**src/rtl/pdep_unit.sv**
```systemverilog
`default_nettype none
// ============================================================================
// Module   : pdep_unit
// Brief    : 8-bit parallel bit deposit (PDEP) on a multi-cycle 4/2/1
//            butterfly network with valid/ready on both sides.
// Revision : 1.0 - initial release
// ============================================================================
module pdep_unit #(
    parameter int STAGES_PER_CYCLE = 1
) (
    input  logic       clk,
    input  logic       resetn,
    input  logic       in_valid,
    output logic       in_ready,
    input  logic [7:0] in_data,
    input  logic [7:0] in_mask,
    output logic       out_valid,
    input  logic       out_ready,
    output logic [7:0] out_data,
    output logic       busy
);

    localparam logic [1:0] C_LAST_CNT = 2'(3 / STAGES_PER_CYCLE - 1);

    typedef enum logic [1:0] {
        ST_IDLE = 2'd0,
        ST_DEC  = 2'd1,
        ST_BFLY = 2'd2,
        ST_DONE = 2'd3
    } state_t;

    state_t          r_state;
    state_t          w_next;
    logic [7:0]      r_data;
    logic [7:0]      r_mask;
    logic [7:0]      r_work;
    logic [7:0]      r_out;
    logic [2:0][3:0] r_ctl;
    logic [2:0][3:0] w_ctl;
    logic [1:0]      r_cnt;
    logic [7:0]      w_net;
    logic            w_accept;
    logic [2:0]      w_sum [0:6];

    // One butterfly stage: st 0/1/2 selects pair distance 4/2/1; c=1 passes.
    function automatic logic [7:0] bfly_stage(input logic [7:0] w,
                                              input logic [1:0] st,
                                              input logic [3:0] c);
        logic [7:0] r;
        logic [2:0] lo;
        logic [2:0] hi;
        r = w;
        for (int k = 0; k < 4; k++) begin
            case (st)
                2'd0: begin
                    lo = 3'(k);
                    hi = 3'(k + 4);
                end
                2'd1: begin
                    lo = 3'((k / 2) * 4 + (k % 2));
                    hi = lo + 3'd2;
                end
                default: begin
                    lo = 3'(2 * k);
                    hi = lo + 3'd1;
                end
            endcase
            if (!c[k]) begin
                r[lo] = w[hi];
                r[hi] = w[lo];
            end
        end
        return r;
    endfunction

    // Lane passes when it lies in [sum-d, sum) modulo 2d, i.e. bit log2(d) of (lane - sum).
    function automatic logic ctl_bit(input logic [2:0] lane,
                                     input logic [2:0] sum,
                                     input logic [1:0] sel);
        logic [2:0] diff;
        diff = lane - sum;
        return diff[sel];
    endfunction

    assign w_accept  = in_valid && in_ready;
    assign in_ready  = (r_state == ST_IDLE) || ((r_state == ST_DONE) && out_ready);
    assign out_valid = (r_state == ST_DONE);
    assign busy      = (r_state != ST_IDLE);
    assign out_data  = r_out;

    always_comb begin
        logic [2:0] acc;
        acc = 3'd0;
        for (int i = 0; i < 7; i++) begin
            acc      = acc + {2'b00, r_mask[i]};
            w_sum[i] = acc;
        end
    end

    always_comb begin
        w_ctl = '0;
        for (int l = 0; l < 4; l++) begin
            w_ctl[0][l] = ctl_bit(3'(l), w_sum[3], 2'd2);
        end
        for (int l = 0; l < 2; l++) begin
            w_ctl[1][l]     = ctl_bit(3'(l), w_sum[1], 2'd1);
            w_ctl[1][l + 2] = ctl_bit(3'(l), w_sum[5], 2'd1);
        end
        for (int l = 0; l < 4; l++) begin
            w_ctl[2][l] = ctl_bit(3'd0, w_sum[2 * l], 2'd0);
        end
    end

    generate
        if (STAGES_PER_CYCLE == 1) begin : g_serial
            logic [3:0] w_sel;
            always_comb begin
                case (r_cnt)
                    2'd0:    w_sel = r_ctl[0];
                    2'd1:    w_sel = r_ctl[1];
                    default: w_sel = r_ctl[2];
                endcase
            end
            assign w_net = bfly_stage(r_work, r_cnt, w_sel);
        end else if (STAGES_PER_CYCLE == 3) begin : g_parallel
            assign w_net = bfly_stage(bfly_stage(bfly_stage(r_work, 2'd0, r_ctl[0]),
                                                 2'd1, r_ctl[1]),
                                      2'd2, r_ctl[2]);
        end else begin : g_bad_param
            $error("pdep_unit: STAGES_PER_CYCLE must be 1 or 3");
        end
    endgenerate

    always_comb begin
        w_next = r_state;
        case (r_state)
            ST_IDLE: if (w_accept) w_next = ST_DEC;
            ST_DEC:  w_next = ST_BFLY;
            ST_BFLY: if (r_cnt == C_LAST_CNT) w_next = ST_DONE;
            ST_DONE: if (out_ready) w_next = in_valid ? ST_DEC : ST_IDLE;
            default: w_next = ST_IDLE;
        endcase
    end

    always_ff @(posedge clk or negedge resetn) begin
        if (!resetn) begin
            r_state <= ST_IDLE;
            r_data  <= '0;
            r_mask  <= '0;
            r_work  <= '0;
            r_out   <= '0;
            r_ctl   <= '0;
            r_cnt   <= '0;
        end else begin
            r_state <= w_next;
            if (w_accept) begin
                r_data <= in_data;
                r_mask <= in_mask;
            end
            case (r_state)
                ST_DEC: begin
                    r_ctl  <= w_ctl;
                    r_work <= r_data;
                    r_cnt  <= 2'd0;
                end
                ST_BFLY: begin
                    r_work <= w_net;
                    r_cnt  <= r_cnt + 2'd1;
                    if (r_cnt == C_LAST_CNT) r_out <= w_net & r_mask;
                end
                default: ;
            endcase
        end
    end

endmodule
`default_nettype wire

```
**config.mk**
```make
export PLATFORM = sky130hd
export DESIGN_NAME = pdep_unit
export DESIGN_NICKNAME = d
export VERILOG_FILES = /design/src/rtl/pdep_unit.sv
export SDC_FILE = /design/constraint.sdc
export NUM_CORES = 1
export LEC_CHECK = 0
export BUFFER_PORTS_ARGS = -buffer_cell sky130_fd_sc_hd__buf_2
export CORE_MARGIN = 2
export CORE_UTILIZATION = 35
export CTS_CLUSTER_DIAMETER = 30
export CTS_CLUSTER_SIZE = 14
export DETAILED_ROUTE_END_ITERATION = 8
export PLACE_DENSITY = 0.52
export SYNTH_ARGS = -nofsm -noshare
export SYNTH_HDL_FRONTEND = slang
export SYNTH_SLANG_ARGS = --single-unit
```
**constraint.sdc**
```tcl
create_clock -name clk -period 2.8 [get_ports clk]
set_clock_uncertainty 0.2 [all_clocks]
set_input_delay 0.56 -clock clk [delete_from_list [all_inputs] [get_ports clk]]
set_output_delay 0.56 -clock clk [all_outputs]
set_load 0.005 [all_outputs]
```
==> impl_results.md <==
* Vias in the first global route at 2174
* Yosys reg bits at 48
* First-pass GRT wire length at 11500 µm
* HP Class: primary input to async pin
* FP Rows at 33
* Crit path launch type: flop
* Setup Crit Path Kind: flop to flop
* Clock sinks at 48
* Post-synthesis net count at 317
* Area share of xor/xnor cells in the synthesized design at 2.11%
* Top FF cell, synth: dfrtp_1
* Tightest Pin Transition at 688 ps
* Worst path arrival time at 2580 ps
* Largest net degree at the start of global routing at 27
* Clock buffer count from CTS at 5
* Compound-gate portion of the synthesized area at 12.9%
* Die Y at 95.2 µm
* RSZ-0062 raised after global routing: false
* Ratio of cells with drive above 1 in the final layout at 27.6%
* Io pins at 31
* HPWL Detailed at 5270 µm
* Final #Nets at 350
* Number of warnings issued by yosys at 0
* FF-to-FF Start: r_mask[0]
* H-tree depth at 2
* Required time of the critical path at 2750 ps
* Max-Cap Viols at 0
* Detail Route Antenna Nets at 0
* Post-synth EDFFs at 0
* Total congestion overflow at 0
* Initial antenna violation count at 0
* Vias per cell at 5.40
* Post-DR wirelength/cell at 16.6 µm
* Leak at 1.47 nW
* Yosys top cell area share at 41.3%
* CTS root buf: clkbuf_8
* Min Tclk post-route at 2640 ps
* Die W at 95.2 µm
* Clock buffer depth at 2
* Crit Path Max Fanout at 3
* Clock-pin transition on the worst setup and hold timing paths at 90 ps
* Main combinational cell family by area after synthesis: multiplexers
* Layout overhead on the synthesized area at 13.7%
* Adder-cell share of the synthesized area at 8.25%
* Area leader, netlist: dfrtp_1
* Gate Count Post-Synth at 279
* Die area at 9060 µm²
* N_diodes at 0
* Mux contribution to synthesized area at 16.7%
* Pwr dens at 1440 nW/µm²
* CTS tree: yes
* Register area share after synthesis at 41.3%
* Final hold violation count at 0
* Overall routing resource usage at 16.7%
* Worst slew margin at 54.1%
* Initial Utilization at 35.8%
* Final wirelength at 6900 µm
* Status: completed
* Cell with the most instances after synthesis: dfrtp_1
* IO Port Bufs at 30
* Synth area leaders: dfrtp_1, mux2_2, ha_1, nand2_1, mux4_2
* Asr flop ratio synth at 100%
* Router iterations before antenna repair at 4
* Core Area at 8130 µm²
* Latest clock arrival within the worst-skew pair at 300 ps
* Vias at 2252
* Placer Congestion at 0.839
* Mapped Area at 2910 µm²
* Setup Viol. Count Final at 0
* DRT iter0 DRCs at 120
* Most instantiated cells after synthesis: dfrtp_1, nand2_1, mux2_2, ha_1, nor2_1
* Crit end category: flop
* Synth cell types at 49
* Simple-Gate Fraction of Synth Area at 14.8%
* Cts hold-fix bufs at 0
* Setup TNS at 0 ps
* Final design utilization at 40.7%
* Max frequency at 0.379 GHz
* Period utilisation layout at 94.2%
* Critical path launch point: r_mask[0]
* Slew Limit Fails at 0
* Drc violations at 0
* Syn Area/Cell at 10.4 µm²
* Worst VDD drop at 0.000655 V
[routing by layer]
| layer | up-vias | track usage [%] | part of all wire, % |
|---|---|---|---|
| met2 | 58 | 26.1 | 47 |
| met3 | 6 | 2.37 | 3.9 |
| met5 | - | 0 | 0 |
| met1 | 1123 | 24.4 | 48 |
| met4 | 0 | 4.35 | 1.1 |
| li1 | 1065 | - | - |
[critical path: stages (launching register included)]
cell,delay (ps)
dfrtp_1,410
fa_1,600
ha_4,220
ha_1,290
ha_1,200
xnor2_1,130
xnor2_1,220
xnor2_1,140
a21oi_1,80
[path summary, 6_finish.rpt]
kind                                    end  slack (ps)  cells after the start
worst max-delay path               r_ctl[6]         160                      8
worst min-delay path               r_ctl[4]          80                      1
worst max register to register     r_ctl[6]         160                      8
worst min register to register  out_data[7]         280                      2
max in group asynchronous         r_work[5]        1790                      2
min in group clk                out_data[7]         280                      2
[layout make-up]
class	instances	area, µm²
timing repair buffer	41	245
multi-input combinational	204	1610
clock buffer	6	72.6
tap	105	131
clock inverter	1	5.00
inverter	12	45.0
sequential	48	1200
fill	812	4830
[per-stage QoR]
step           total power, W  instance area [µm²]  hold WS (ps)  cells  setup WS (ps)
6_report              0.00477                 3310          79.7    417            163
5_1_grt               0.00526                 3310           133    417           14.3
4_1_cts               0.00477                 3290           103    416            114
3_5_place_dp          0.00435                 3210           268    409            148
3_3_place_gp          0.00430                 3210           257    409            184
2_1_floorplan         0.00359                 2910          64.4    279            228
[sequential cells by signal, summed over array words and instances, names as in the netlist]
name / flops
r_ctl: 12
out_data: 8
r_cnt: 2
r_data: 8
r_work: 8
r_state: 2
r_mask: 8
[where the power goes]
part	leakage, nW	total (W)	switching (W)	internal (W)
combinational	0.845	0.00301	0.00152	0.00148
sequential	0.579	0.00137	0.000330	0.00104
clock	0.0410	0.000395	0.000224	0.000170
[layout by cell type, fill, tap and decap left out, types with 2 or more instances in the layout]
cell type,netlist,layout
or2_2,2,2
nor2b_1,5,5
or3_1,5,5
o311ai_0,2,2
o31ai_1,3,3
and3_1,3,3
nand4_1,2,2
dfrtp_1,48,48
and2_1,3,3
o31a_1,2,2
o221ai_1,2,2
mux4_2,4,4
o21ai_0,11,11
a21oi_1,9,9
mux2_2,29,29
inv_1,11,11
nor3_1,3,3
a221oi_1,2,2
a31oi_1,8,8
fa_1,2,2
nor2_1,14,14
a41oi_1,3,3
nand2b_1,4,4
a311o_1,2,2
buf_2,3,30
nand3_1,9,9
nand2_1,31,31
mux2i_1,7,7
nand3b_1,2,2
buf_4,0,10
xnor2_1,6,6
ha_1,16,15
clkbuf_8,0,5
[timing repair]
item	4_1_cts	5_1_grt
endpoints found under the setup margin	0	1
gates resized for setup	0	1
setup buffers	0	1
[cells by family after synthesis]
| family | count (synthesis) |
|---|---|
| fa+ha+maj | 18 |
| buf+inv | 27 |
| mux | 40 |
| xor+xnor | 7 |
| simple gates | 87 |
| flops | 48 |
| compound gates | 52 |
Power figures use the tool's default switching activity.
